## config.mk

```make
export PLATFORM = sky130hd
export DESIGN_NAME = stage_sequencer
export DESIGN_NICKNAME = d
export VERILOG_FILES = /design/src/rtl/stage_seq_pkg.sv /design/src/rtl/tp_checker.sv /design/src/rtl/stage_sequencer.sv
export SDC_FILE = /design/constraint.sdc
export NUM_CORES = 1
export LEC_CHECK = 0
export CAP_MARGIN = 20
export CORE_MARGIN = 2
export CORE_UTILIZATION = 45
export CTS_CLUSTER_SIZE = 14
export DETAILED_ROUTE_END_ITERATION = 12
export PLACE_DENSITY = 0.77
export SYNTH_ARGS = -nofsm -noshare
export SYNTH_HDL_FRONTEND = slang
export SYNTH_SLANG_ARGS = --single-unit
```

## constraint.sdc

```tcl
create_clock -name clk -period 2.2 [get_ports clk]
set_input_delay 0.44 -clock clk [delete_from_list [all_inputs] [get_ports clk]]
set_output_delay 0.44 -clock clk [all_outputs]
set_load 0.02 [all_outputs]
```

## src/rtl/stage_seq_pkg.sv

```systemverilog
// Shared state encoding, timepulse bit positions and per-opcode order table
// for the stage sequencer.
package stage_seq_pkg;

   typedef enum logic [1:0] {IDLE, RUN, ERR} state_t;

   localparam int TP1_B  = 0;
   localparam int TP2_B  = 1;
   localparam int TP3_B  = 2;
   localparam int TP4_B  = 3;
   localparam int TP5_B  = 4;
   localparam int TP6_B  = 5;
   localparam int TP7_B  = 6;
   localparam int TP8_B  = 7;
   localparam int TP9_B  = 8;
   localparam int TP10_B = 9;

   // Number of MCTs each opcode occupies.
   function automatic logic [2:0] STG_N(input logic [2:0] op);
      case (op)
         3'd1:    return 3'd2;
         3'd4:    return 3'd2;
         3'd5:    return 3'd3;
         3'd6:    return 3'd4;
         default: return 3'd1;
      endcase
   endfunction

   // Opcodes that write memory back in their final MCT.
   function automatic logic STG_WR(input logic [2:0] op);
      return (op == 3'd3) || (op == 3'd4) || (op == 3'd5);
   endfunction

   function automatic logic [1:0] last_stage(input logic [2:0] op);
      logic [2:0] n;
      n = STG_N(op) - 3'd1;
      return n[1:0];
   endfunction

endpackage

```

## src/rtl/tp_checker.sv

```systemverilog
// Timepulse sanity: flags multi-hot tp combinationally; optional stall watchdog (STAGE_SEQ_WATCHDOG_EN).
// wd_expire fires on the WD_LIMIT-th consecutive empty sample while run is high.
// No backpressure; purely observes tp.
module tp_checker #(
   parameter int WD_LIMIT = 16
) (
   input  logic       clk,
   input  logic       rst,
   input  logic [9:0] tp,
   input  logic       run,
   output logic       tp_multi,
   output logic       wd_expire
);

   assign tp_multi = |(tp & (tp - 10'd1));

`ifdef STAGE_SEQ_WATCHDOG_EN
   localparam int CW = $clog2(WD_LIMIT + 1);

   logic [CW-1:0] wd_cnt;

   always_ff @(posedge clk or posedge rst) begin
      if (rst) begin
         wd_cnt <= '0;
      end else if (!run || (tp != 10'd0)) begin
         wd_cnt <= '0;
      end else if (wd_cnt != CW'(WD_LIMIT)) begin
         wd_cnt <= wd_cnt + 1'b1;
      end
   end

   assign wd_expire = run && (tp == 10'd0) && (wd_cnt == CW'(WD_LIMIT - 1));
`else
   logic unused_wd;
   assign unused_wd = clk & rst & run & (WD_LIMIT != 0);
   assign wd_expire = 1'b0;
`endif

endmodule

```

## src/rtl/stage_sequencer.sv

```systemverilog
// Turns one-hot TP1-TP10 timepulses into per-instruction stage tracking and memory/ALU strobes.
// All outputs registered: a TP sampled at edge N shows its effect during cycle N+1.
// order_valid is held by the source until order_ack; only TP1 in IDLE accepts it.
module stage_sequencer
   import stage_seq_pkg::*;
#(
   parameter int MCT_W    = 8,
   parameter int WD_LIMIT = 16
) (
   input  logic             clk,
   input  logic             rst,
   input  logic [9:0]       tp,
   input  logic [2:0]       order_code,
   input  logic             order_valid,
   output logic             order_ack,
   output logic [1:0]       stage,
   output logic             busy,
   output logic             rd_mem,
   output logic             alu_strobe,
   output logic             wr_mem,
   output logic             instr_done,
   output logic [MCT_W-1:0] mct_count,
   output logic             tp_err
);

   state_t     state;
   logic [2:0] op;
   logic       tp_multi;
   logic       wd_expire;
   logic       run;
   logic       at_last;

   assign run     = (state == RUN);
   assign at_last = (stage == last_stage(op));

   tp_checker #(.WD_LIMIT(WD_LIMIT)) u_tp_checker (
      .clk       (clk),
      .rst       (rst),
      .tp        (tp),
      .run       (run),
      .tp_multi  (tp_multi),
      .wd_expire (wd_expire)
   );

   always_ff @(posedge clk or posedge rst) begin
      if (rst) begin
         state      <= IDLE;
         op         <= 3'd0;
         stage      <= 2'd0;
         busy       <= 1'b0;
         order_ack  <= 1'b0;
         rd_mem     <= 1'b0;
         alu_strobe <= 1'b0;
         wr_mem     <= 1'b0;
         instr_done <= 1'b0;
         mct_count  <= '0;
         tp_err     <= 1'b0;
      end else begin
         order_ack  <= 1'b0;
         rd_mem     <= 1'b0;
         alu_strobe <= 1'b0;
         wr_mem     <= 1'b0;
         instr_done <= 1'b0;

         // A malformed multi-hot word never counts as an MCT boundary.
         if ((state != ERR) && tp[TP10_B] && !tp_multi) begin
            mct_count <= mct_count + 1'b1;
         end

         case (state)
            IDLE: begin
               if (tp_multi) begin
                  state  <= ERR;
                  tp_err <= 1'b1;
                  busy   <= 1'b0;
               end else if (tp[TP1_B] && order_valid) begin
                  op        <= order_code;
                  order_ack <= 1'b1;
                  stage     <= 2'd0;
                  busy      <= 1'b1;
                  state     <= RUN;
               end
            end
            RUN: begin
               if (tp_multi || wd_expire) begin
                  state  <= ERR;
                  tp_err <= 1'b1;
                  busy   <= 1'b0;
               end else begin
                  rd_mem     <= tp[TP2_B];
                  alu_strobe <= tp[TP5_B];
                  wr_mem     <= tp[TP8_B] && STG_WR(op) && at_last;
                  if (tp[TP10_B]) begin
                     if (at_last) begin
                        instr_done <= 1'b1;
                        busy       <= 1'b0;
                        state      <= IDLE;
                     end else begin
                        stage <= stage + 2'd1;
                     end
                  end
               end
            end
            default: begin
               state <= ERR;
               busy  <= 1'b0;
            end
         endcase
      end
   end

endmodule

```

# Word-level counts from Yosys, hierarchy flattened

Cells that the tools add are included.
Widths: inputs -> output; s select.

Word-level logic and storage cells: 82
Register bits: 22
Output and inout port bits: 17
Input bits: 16

Reduce and logical (&&, ||, !) cells: 17
Multiplexer cells: 32
Eq/ne operators: 16
$add $sub $neg: 4
Bitwise gates (word level): 2

Operators with widths:

| operator              | count |
|---|---|
| $mux 2                | 10 |
| $mux 1                | 18 |
| $ne 2x2->1 const B    | 6 |
| $and 10x10->10        | 1 |
| $reduce_or 10->1      | 1 |
| $sub 10x1->10 const B | 1 |
| $eq 3x3->1 const B    | 3 |
| $add 8x1->8 const B   | 1 |
| $pmux 2 s2            | 2 |
| $ne 3x3->1 const B    | 2 |
| $pmux 2 s3            | 1 |
| $reduce_and 3->1      | 2 |
| $reduce_and 6->1      | 1 |
| $logic_and 1x1->1     | 5 |
| $reduce_or 2->1       | 2 |
| $eq 3x1->1 const B    | 1 |
| $eq 3x2->1 const B    | 1 |
| $ne 3x2->1 const B    | 1 |
| $add 2x1->2 const B   | 1 |
| $eq 2x1->1 const B    | 1 |
| $eq 2x2->1            | 1 |
| $logic_not 2->1       | 1 |
| $logic_or 1x1->1      | 2 |
| $pmux 1 s2            | 1 |
| other kinds (5)       | 5 |

# Logic depth before layout (Yosys ltp)

Gate-level depths: netlist of the first run.

Word-level depth: 9
Gate-level depth with buffers: 6
Mapped depth without buffers: 5

# By module

From an unflattened synthesis of the first run, not the netlist that was laid out.

Cells, all modules: 103
Area total of the unflattened synthesis: 1148.6 um^2

By module, submodules not included:

| module          | times used | cells each | seq. area each (um^2) | area each (um^2) |
|---|---|---|---|---|
| stage_sequencer | 1          | 90         | 550.5                 | 1043.5 |
| tp_checker      | 1          | 13         | 0.0                   | 105.1 |

# Worst setup path before layout of the first run

Ideal clock, no wire load.

Path kind: input to register
Start point: input port tp[2]
End point: register op[0]
Buffers on the path: 0
Cell stages on the path: 5
Data arrival time: 2.108 ns
Setup slack: -0.033 ns
Setup time: 0.125 ns
Required time: 2.075 ns
Cells stage by stage: or4_4 > a2111oi_4 > o211ai_2 > nor3_4 > mux2_2

Longest elaborated chain between the ends: 5

RTL lines:

| item                                  | line                  | RTL |
|---|---|---|
| start: declaration                    | stage_sequencer.sv:12 | `input logic [9:0] tp,` |
| $sub 10x1->10                         | tp_checker.sv:15      | `assign tp_multi = \|(tp & (tp - 10'd1));` |
| $and 10x10->10 (*)                    | tp_checker.sv:15      |  |
| $reduce_or 10->1 (*)                  | tp_checker.sv:15      |  |
| $not 1->1 (no source line) (*)        | --                    |  |
| $reduce_and 3->1 (no source line) (*) | --                    |  |
| end signal: assignment                | stage_sequencer.sv:77 | `op <= order_code;` |
| end: declaration                      | stage_sequencer.sv:27 | `logic [2:0] op;` |

Mark *: on every way between the ends. The rest lies on a longest branch, timed or not.
A chain may end at the register's enable or synchronous reset.

# Worst setup path in the final report of the first run

Start point: input port tp[5]
End point: register stage[1]

Longest elaborated chain between the ends: 5
Elaborated cells on any way between the ends: 6
Classes of those cells: 1 x add/sub; 2 x eq/ne; 1 x bitwise; 2 x reduce/logical

RTL lines:

| item                                  | line                  | RTL |
|---|---|---|
| $sub 10x1->10                         | tp_checker.sv:15      |  |
| $and 10x10->10 (*)                    | tp_checker.sv:15      |  |
| $reduce_or 10->1 (*)                  | tp_checker.sv:15      |  |
| $ne 2x2->1 (no source line)           | --                    |  |
| $reduce_and 6->1 (no source line) (*) | --                    |  |
| end signal: assignment                | stage_sequencer.sv:99 | `stage <= stage + 2'd1;` |
| end: declaration                      | stage_sequencer.sv:16 | `output logic [1:0] stage,` |

Marked as above.

==> metrics.cfg, run 1 <==
[sta]
min_period_ns=2.19
timing.fmax_ghz=0.457
finalSetupViolations=0
post-route-period-util_pct=99.4
final_hold_viol_count=0
finClkSkew_ns=0.00970
tightest_slew_ns=0.401
slew_viol_final=0
rsz0062_at_grt=true
slew_headroom_pct=73.1

[job]
maxCapViolCount=0

[clocking]
cts_inserted_buffers=3
cts_tree=built
htreeDepth=1
clk_pin_slew_ns=0.13
clk_latency_ns=0.31
cts_hold_buffers=0
cts.root.buffer_cell=clkbuf_4
clk_path_buf_depth=2
cts.sinks=21

[synth]
async_flop_share_pct=100
yosysMostFrequentCell=dfrtp_1
synthDistinctLibCells=40
syn_nets=106
synth.avg_cell_area_um2=12.0
synth.cell_area_um2=1070
synth_edf_count=0
yosysWarnings=0
synthFlopType=dfrtp_1
yosys-top-cells-count=dfrtp_1 (21), xnor2_1 (6), nand2_1 (5)
seq_area_frac_synth_pct=49.2
synth_top_area_share_pct=49.2
synth_top_cell_by_area=dfrtp_1
netlist_top_cells_area=dfrtp_1 (49%), xnor2_1 (4.9%), mux2_2 (4.2%)
netlist_instances=89
ys_seq_elements=21

[floorplan]
fp.dieArea_um2=2780
die_y_um=52.7
coreArea_um2=2230
start_util_pct=47.8
die_w_um=52.7
pin_count=33
num_rows=17

[final_layout]
diodes=0
multi_input_area_um2=596
fill_cells=160
postLayoutCoreUtil_pct=73.2
drive_above_1_share_pct=27.1
nets=158
area_delta_synth_final_pct=52.9
final_cell_area_um2=1630
regArea_um2=526

[setup_path]
regToRegEndpoint=stage[1]$_DFFE_PP0P_
crit_path_start_kind=input port
cp_top_family=compound AO/OA/AOI/OAI gates
reg2reg_from=stage[0]$_DFFE_PP0P_
cpPeakStageDelay_ns=0.60
worstPathMaxFanout=4
crit_chain=clkdlybuf4s50_1 > or4_4 > o22ai_4 > o211ai_4 > o41ai_2 > o31ai_2
cp_data_arrival_time_ns=2.37
cp_data_required_time_ns=2.38
critPathBufInv=1
worst_setup_path_end_kind=flip-flop
rrSetupSlack_ns=0.20
worstSetupPathType=input port to flip-flop
cpMaxStageDelayCell=or4_4
reg2reg_depth=5

[global_route]
antenna_found_initial=0
grt_overflow=0
first_global_vias=1023
grt_pass1_wl_mm=4.84
grt_max_degree=22
grtUsageTotal_pct=24.5

[pwr]
comb_power_share_pct=11.9
power_switching_mw=0.162
p_leak_nw=0.727
pwr-share-seq_pct=58.7
power_density_nw_per_um2=403
netSwitchingFraction_pct=24.6
p_int_mw=0.496
clock_power_share_pct=29.4
ir_drop_mv=0.303

[drt]
drtPass1Iterations=4
post-route-drc-count=0
avgViaCountPerCell=5.63
wl_per_cell_um=16.9
drt-initial-drc-count=21
ant_nets=0
vias=946
routed_wl_mm=2.83

[placed_design]
place_hpwl_mm=1.94
io_buffers=32
place_area_um2=1540
place_congestion=0.791

[status]
status=complete, no violations

[worst_hold_path]
hold_path.class=input port to asynchronous set/reset pin

## worst min-delay path, stage by stage
cell and delay (ns):
clkdlybuf4s50_1 0.40, inv_1 0.05, buf_4 0.27
## per-stage QoR
stage | setup TNS, ns | hold WS [ns] | power (mW) | instances | worst slack [ns]
floorplan | 0 | 0.417 | 0.410 | 89 | 0.0311
global placement | -5.97 | 0.459 | 0.462 | 164 | -0.425
detailed placement | -6.93 | 0.468 | 0.464 | 164 | -0.523
CTS | 0 | 0.462 | 0.655 | 168 | 0.0403
global route | -0.00107 | 0.485 | 0.675 | 168 | -0.00107
finish | 0 | 0.445 | 0.658 | 168 | 0.0128
## cell families after synthesis
kind of cell / count (synthesis) / share of synthesized area [%]
AND/OR/NAND/NOR: 31 / 20.4
flip-flops: 21 / 49.2
AO/OA/AOI/OAI: 19 / 16.2
XOR/XNOR: 8 / 6.56
multiplexers: 5 / 5.15
buffers and inverters: 4 / 1.40
adder cells (fa/ha/maj): 1 / 1.17
## power by group through the flow
stage | combinational (mW) | clock [mW] | sequential [mW]
after floorplan | 0.0167 | 0 | 0.393
after global placement | 0.0690 | 0 | 0.393
after detailed placement | 0.0707 | 0 | 0.393
after CTS | 0.0763 | 0.193 | 0.386
after global routing | 0.0831 | 0.206 | 0.386
final | 0.0784 | 0.193 | 0.386
## worst max-delay path by stage
stage          startpoint                    to  slack (ns)  cells after the start
4_1_cts             tp[4]     op[1]$_DFFE_PP0P_        0.04                      6
5_1_grt             tp[4]  stage[1]$_DFFE_PP0P_      -0.001                      6
3_5_place_dp        tp[2]  stage[1]$_DFFE_PP0P_       -0.52                      6
3_3_place_gp        tp[2]     op[1]$_DFFE_PP0P_       -0.42                      6
6_report            tp[5]  stage[1]$_DFFE_PP0P_        0.01                      6
2_1_floorplan       tp[2]     op[0]$_DFFE_PP0P_        0.03                      5
## layer usage
metal | track usage [%] | vias up | share of wire (%)
met5 | 0 | - | 0
met4 | 9.40 | 0 | 2.3
met3 | 5.14 | 8 | 2.9
met2 | 43.5 | 33 | 52
met1 | 28.4 | 464 | 43
li1 | - | 441 | -
## cell type report
class | instances | area share (%)
clock buffer | 3 | 1.38
clock inverter | 1 | 0.306
inverter | 3 | 0.689
multi-input combinational | 64 | 36.4
sequential | 21 | 32.2
tap | 28 | 2.14
timing repair buffer | 48 | 26.9
## placed cells by master (no fill, tap or decap), types with 2 or more instances in the layout
cell type,netlist,final
and2_1,3,3
o31ai_1,4,2
clkbuf_4,0,3
or4_4,1,2
dlygate4sd2_1,0,4
inv_1,3,3
xor2_1,2,2
and3_1,3,3
nand2_1,5,5
a211oi_1,3,3
mux2_4,0,3
nor2_1,3,2
nand4_1,4,4
xnor2_1,6,6
dfrtp_1,21,21
buf_4,0,15
clkdlybuf4s50_1,0,28
## sequential cells by signal (all words and copies together) (netlist names)
name and count:
alu_strobe 1, instr_done 1, mct_count 8, op 3
order_ack 1, rd_mem 1, stage 2, state 2
tp_err 1, wr_mem 1
## repair_timing
item / 4_1_cts / 5_1_grt
gates resized for setup: 16 / 2
buffers inserted: 0 / 0
pin swaps: 4 / 2
setup endpoints to repair: 11 / 6
Power figures use the tool's default switching activity.
==> run 2: changes to the inputs <==
--- a/config.mk
+++ b/config.mk
@@ -6,6 +6,7 @@
 export NUM_CORES = 1
 export LEC_CHECK = 0
 export CAP_MARGIN = 20
+export CORE_ASPECT_RATIO = 0.6
 export CORE_MARGIN = 2
 export CORE_UTILIZATION = 45
 export CTS_CLUSTER_SIZE = 14
==> run 2 against run 1 <==
  * Critical path depth unchanged
  * Clock-buffer cell count stayed put
  * Clock skew is 0.0070 ns lower
  * Final cell count increased by 3.0%
  * Die area grew 0.46%
  * Combinational power is 5.0% lower
  * Maximum frequency rose by 2.0%
  * Register-to-register slack gained 0.16 ns
  * Via count rose by 1.2%
  * Total power grew 9.6%
  * Critical endpoint is now op[2]$_DFFE_PP0P_
  * Highest routed layer unchanged
==> metrics.cfg, run 2 (synthesized netlist as in run 1, its figures left out) <==
[clocking]
cts.root.buffer_cell=clkbuf_8
cts_tree=built
htreeDepth=1  ; unchanged
clk_latency_ns=0.26  ; -0.05 ns
cts.sinks=21  ; unchanged
clk_path_buf_depth=2  ; unchanged
cts_hold_buffers=0  ; unchanged
cts_inserted_buffers=3  ; unchanged
clk_pin_slew_ns=0.08  ; -0.05 ns

[pwr]
p_leak_nw=0.756  ; +4.0%
p_total_mw=0.721  ; +9.6%
pwr-share-seq_pct=53.5  ; -5.2 points
p_int_mw=0.554  ; +12%
comb_power_share_pct=10.3  ; -1.6 points
power_switching_mw=0.167  ; +3.2%
netSwitchingFraction_pct=23.2  ; -1.4 points
power_density_nw_per_um2=434  ; +7.7%
ir_drop_mv=0.251  ; -17%
clock_power_share_pct=36.2  ; +6.8 points

[final_layout]
reg_top3=mct_count (8), op (3)
final_cell_mix=clkdlybuf4s50_1 (26), dfrtp_1 (21), buf_4 (18)
largest_reg_flops=8  ; unchanged
nets=161  ; +1.9%
area_delta_synth_final_pct=55.6
final_cell_area_um2=1660  ; +1.8%
largest-register=mct_count
diodes=0  ; unchanged
final_common_cell=clkdlybuf4s50_1
final_cells=173  ; +3.0%
drive_above_1_share_pct=27.3  ; +0.13 points

[floorplan]
pin_count=33  ; unchanged
die_w_um=66.9  ; +27%
coreArea_um2=2210  ; -0.95%
die_y_um=41.7  ; -21%
fp.dieArea_um2=2790  ; +0.46%
num_rows=13  ; -4
start_util_pct=48.3  ; +0.46 points

[drt]
drtPass1Iterations=4  ; unchanged
post-route-drc-count=0  ; unchanged
vias=957  ; +1.2%
ant_nets=0  ; unchanged
wl_per_cell_um=16.2  ; -3.8%
avgViaCountPerCell=5.53  ; -1.8%
drt-initial-drc-count=68  ; +220%
routed_wl_mm=2.81  ; -0.92%

[placed_design]
dp_cells=166  ; +1.2%
place_congestion=0.868  ; +9.7%
place_area_um2=1540  ; +0.16%
io_buffers=32  ; unchanged
place_hpwl_mm=1.96  ; +0.55%

[sta]
tightest_slew_ns=0.442  ; +0.0412 ns
slew_headroom_pct=70.4  ; -2.8 points
timing.fmax_ghz=0.466  ; +2.0%
post-route-period-util_pct=97.5  ; -1.9 points
finClkSkew_ns=0.00270  ; -0.00700 ns
finalSetupViolations=0  ; unchanged
tns_ns=0  ; unchanged
final_hold_viol_count=0  ; unchanged
min_period_ns=2.14  ; -0.0423 ns
worst_hold_slack_ns=0.466  ; +0.0211 ns
slew_viol_final=0  ; unchanged

[setup_path]
worstSetupPathType=input port to flip-flop
cpMaxStageDelayCell=or4_4
reg2reg_from=stage[1]$_DFFE_PP0P_
cp_data_required_time_ns=2.35  ; -0.03 ns
crit_chain=dlygate4sd2_1 > or4_4 > o31ai_2 > o211ai_4 > nor3_4 > mux2_4
cp_data_arrival_time_ns=2.30  ; -0.07 ns
cpPeakStageDelay_ns=0.58  ; -0.02 ns
crit_path_start_kind=input port
critPathBufInv=1  ; unchanged
worst_setup_path_end_kind=flip-flop
cp-startpoint=tp[0]
cp_top_family=simple AND/OR/NAND/NOR gates
worstPathMaxFanout=4  ; unchanged

[global_route]
antenna_found_initial=0  ; unchanged
grtUsageTotal_pct=22.3  ; -2.1 points
grt_max_degree=22  ; unchanged
grt_overflow=0  ; unchanged
first_global_vias=977  ; -4.5%
grt_pass1_wl_mm=4.60  ; -4.8%

[job]
maxCapViolCount=0  ; unchanged

[worst_hold_path]
hold_path.class=flip-flop to flip-flop
min_from=tp_err$_DFFE_PP0P_

[status]
status=complete, no violations

-- run 2: cell types whose count changed in the layout (fill, tap and decap cells not counted), sizes merged --
cell and change:
dlygate4sd2 +2, clkinvlp +1, clkdlybuf4s50 -2, buf +3, clkinv -1
-- run 2: per-layer routing --
metal	up-vias	GRT usage, %	wire length [um]
met2	28	36.8	1350
met5	-	0	0
met1	475	28.3	1290
met3	4	6.78	151
li1	450	-	-
met4	0	6.53	18
-- run 2: power groups by stage --
stage,registers (mW),clock network (mW),logic (mW)
floorplan,0.393,0,0.0167
global placement,0.393,0,0.0692
detailed placement,0.393,0,0.0707
CTS,0.386,0.264,0.0706
global route,0.386,0.288,0.0802
finish,0.386,0.261,0.0745
-- run 2: path summary, 6_finish.rpt --
kind / end / slack (ns) / depth (start not counted)
min: tp_err$_DFFE_PP0P_ / 0.47 / 1
max reg2reg: stage[0]$_DFFE_PP0P_ / 0.36 / 5
max in group asynchronous: wr_mem$_DFF_PP0_ / 1.49 / 3
min in group asynchronous: mct_count[7]$_DFFE_PP0P_ / 0.50 / 3
min reg2reg: tp_err$_DFFE_PP0P_ / 0.47 / 1
max: op[2]$_DFFE_PP0P_ / 0.06 / 6
-- run 2: worst reg2reg max path, delay by kind of cell (launching register included) --
kind | cells | cell delay [ns]
AO/OA/AOI/OAI | 4 | 1.00
flip-flops | 1 | 0.49
AND/OR/NAND/NOR | 1 | 0.24
-- run 2: layout make-up --
| type | count | area [um^2] |
|---|---|---|
| Multi-Input combinational cell | 64 | 581 |
| Timing Repair Buffer | 51 | 459 |
| Tap cell | 30 | 37.5 |
| Fill cell | 160 | 549 |
| Inverter | 3 | 11.3 |
| Clock buffer | 3 | 41.3 |
| Sequential cell | 21 | 526 |
| Clock inverter | 1 | 7.51 |
-- run 2: repair_timing --
action                     in CTS  in global routing
setup endpoints to repair      18                  8
gates resized for setup        13                  4
setup buffers                   3                  0
gates cloned                    0                  0
pin swaps                       6                  1
-- run 2: per-stage QoR --
stage / util [%] / setup slack, ns
after floorplan: - / 0.0311
after global placement: 69.7 / -0.411
after detailed placement: 69.7 / -0.503
after CTS: 74.0 / 0.00474
after global routing: 75.2 / -0.0183
final: 75.2 / 0.0551
==> run 3: changes to the inputs <==
--- a/config.mk
+++ b/config.mk
@@ -8,10 +8,10 @@
 export CAP_MARGIN = 20
 export CORE_ASPECT_RATIO = 0.6
 export CORE_MARGIN = 2
-export CORE_UTILIZATION = 45
+export CORE_UTILIZATION = 41
 export CTS_CLUSTER_SIZE = 14
 export DETAILED_ROUTE_END_ITERATION = 12
-export PLACE_DENSITY = 0.77
+export PLACE_DENSITY = 0.74
 export SYNTH_ARGS = -nofsm -noshare
 export SYNTH_HDL_FRONTEND = slang
 export SYNTH_SLANG_ARGS = --single-unit
==> constraint.sdc (replaced) <==
create_clock -name clk -period 1.8 [get_ports clk]
set_input_delay 0.36 -clock clk [delete_from_list [all_inputs] [get_ports clk]]
set_output_delay 0.36 -clock clk [all_outputs]
set_load 0.02 [all_outputs]
==> run 3 against run 2 <==
  * The run now ends with setup timing left
  * Clock power is 25% higher
  * Total power is 25% higher
  * Hold slack worse by 0.052 ns
  * Die area is 9.0% higher
  * Via count is 5.7% higher
  * Final cell count is 2.3% higher
  * Clock-buffer cell count stayed put
  * Highest routed layer unchanged
  * Flip-flop and latch count stayed put
  * Global-route usage is 0.50 points higher
  * Non-clock buffer count is 2 higher
  * First-iteration DRC count is 1.5% lower
  * Wire length is 19% higher
==> metrics.cfg, run 3 (synthesized netlist as in run 1, its figures left out) <==
[status]
status=finished, violations left
violations=setup timing

[pwr]
ir_drop_mv=0.381  ; +52%
power_density_nw_per_um2=515  ; +19%
power_switching_mw=0.218  ; +30%
p_int_mw=0.682  ; +23%
p_leak_nw=0.809  ; +7.0%
comb_power_share_pct=11.3  ; +1.0 points
clock_power_share_pct=36.3  ; about the same
p_total_mw=0.900  ; +25%
pwr-share-seq_pct=52.4  ; -1.1 points
netSwitchingFraction_pct=24.2  ; +1.0 points

[setup_path]
crit_path_end=op[1]$_DFFE_PP0P_
cp_data_arrival_time_ns=2.06  ; -0.24 ns
cp-startpoint=tp[3]
reg2reg_depth=6  ; +1
worstPathMaxFanout=4  ; unchanged
rrSetupSlack_ns=-0.02  ; -0.38 ns
worstSetupPathType=input port to flip-flop
regToRegEndpoint=stage[0]$_DFFE_PP0P_
reg2reg_from=stage[1]$_DFFE_PP0P_
worst_setup_path_end_kind=flip-flop
cp_data_required_time_ns=1.95  ; -0.40 ns
crit_path_start_kind=input port

[drt]
avgViaCountPerCell=5.72  ; +3.4%
drtPass1Iterations=4  ; unchanged
routed_wl_mm=3.33  ; +19%
vias=1012  ; +5.7%
drt-initial-drc-count=67  ; -1.5%
ant_nets=0  ; unchanged
post-route-drc-count=0  ; unchanged
wl_per_cell_um=18.8  ; +16%

[final_layout]
largest-register=mct_count
final_common_cell=clkdlybuf4s50_1
final_cell_area_um2=1750  ; +5.0%
postLayoutCoreUtil_pct=70.2  ; -4.9 points
diodes=0  ; unchanged
final_cells=177  ; +2.3%
final_cell_mix=clkdlybuf4s50_1 (22), dfrtp_1 (21), buf_4 (20)
drive_above_1_share_pct=36.6  ; +9.3 points
area_delta_synth_final_pct=63.5
nets=163  ; +1.2%
largest_reg_flops=8  ; unchanged
reg_top3=mct_count (8), op (3)

[clocking]
cts_inserted_buffers=3  ; unchanged
cts.sinks=21  ; unchanged
htreeDepth=1  ; unchanged
clk_latency_ns=0.27  ; about the same
cts_tree=built
cts.root.buffer_cell=clkbuf_8
clk_path_buf_depth=2  ; unchanged
clk_pin_slew_ns=0.08  ; about the same
cts_hold_buffers=0  ; unchanged

[sta]
tns_ns=-0.514  ; -0.514 ns
finClkSkew_ns=0.00475  ; +0.00205 ns
finalSetupViolations=6  ; +6
min_period_ns=1.91
rsz0062_at_grt=true
post-route-period-util_pct=106
worst_hold_slack_ns=0.414  ; -0.0519 ns
final_hold_viol_count=0  ; unchanged
slew_viol_final=0  ; unchanged
timing.final.ws_setup_ns=-0.108  ; -0.163 ns
timing.fmax_ghz=0.524
slew_headroom_pct=79.7  ; +9.4 points
tightest_slew_ns=0.301  ; -0.141 ns

[placed_design]
place_area_um2=1580  ; +2.2%
io_buffers=32  ; unchanged
dp_cells=171  ; +3.0%
place_congestion=0.820  ; -5.5%
dp_slack_ns=-0.693  ; -0.191 ns
place_hpwl_mm=2.08  ; +6.2%

[floorplan]
die_w_um=69.9  ; +4.5%
start_util_pct=43.0  ; -5.3 points
num_rows=14  ; +1
die_y_um=43.5  ; +4.3%
fp.dieArea_um2=3040  ; +9.0%
coreArea_um2=2490  ; +12%
pin_count=33  ; unchanged

[global_route]
grt_pass1_wl_mm=5.20  ; +13%
grtUsageTotal_pct=22.8  ; +0.50 points
antenna_found_initial=0  ; unchanged
grt_overflow=0  ; unchanged
first_global_vias=1047  ; +7.2%
grt_max_degree=22  ; unchanged

[worst_hold_path]
hold_path.class=input port to asynchronous set/reset pin

[job]
maxCapViolCount=0  ; unchanged

[run 3: cell types whose count changed in the layout (fill, tap and decap cells not counted), sizes merged]
cell,previous run,this run
buf,19,25
dlymetal6s2s,0,2
clkdlybuf4s15,0,2
clkdlybuf4s50,26,22
dlygate4sd2,6,2
[run 3: final cells by class]
cell class / count / area, um^2
Clock buffer: 3 / 41.3
Clock inverter: 1 / 7.51
Fill cell: 181 / 741
Inverter: 3 / 11.3
Multi-Input combinational cell: 64 / 638
Sequential cell: 21 / 526
Tap cell: 32 / 40.0
Timing Repair Buffer: 53 / 483
[run 3: worst min-delay path by stage]
stage / start / endpoint / slack [ns] / depth (start not counted)
floorplan: rst / alu_strobe$_DFF_PP0_ / 0.34 / 1
global placement: tp_err$_DFFE_PP0P_ / tp_err$_DFFE_PP0P_ / 0.46 / 1
detailed placement: tp_err$_DFFE_PP0P_ / tp_err$_DFFE_PP0P_ / 0.46 / 1
CTS: rst / mct_count[7]$_DFFE_PP0P_ / 0.42 / 3
global route: rst / mct_count[3]$_DFFE_PP0P_ / 0.45 / 3
finish: rst / op[2]$_DFFE_PP0P_ / 0.41 / 3
[run 3: worst max-delay path, cell delays in order]
cell and delay, ns:
buf_6 0.09, or4_4 0.58, buf_6 0.16, o22ai_2 0.13, o211ai_2 0.14, nor3_4 0.27
mux2_4 0.33
[run 3: power by group through the flow]
stage / clock [mW] / sequential (mW) / combinational [mW]
global route: 0.355 / 0.471 / 0.108
floorplan: 0 / 0.481 / 0.0215
CTS: 0.333 / 0.471 / 0.0924
finish: 0.327 / 0.471 / 0.102
detailed placement: 0 / 0.481 / 0.0916
global placement: 0 / 0.481 / 0.0887
[run 3: what timing repair did]
item | 4_1_cts | 5_1_grt
setup endpoints to repair | 21 | 20
gates resized for setup | 31 | 15
buffers inserted | 1 | 1
pin swaps | 7 | 6
hold endpoints to repair | 0 | 0
[run 3: layer usage]
metal	vias to the layer above	share of wire, %	track usage [%]
met1	500	45	28.4
met5	-	0	0
met3	8	6.5	7.21
met2	50	47	37.9
met4	0	1.4	9.23
li1	454	-	-
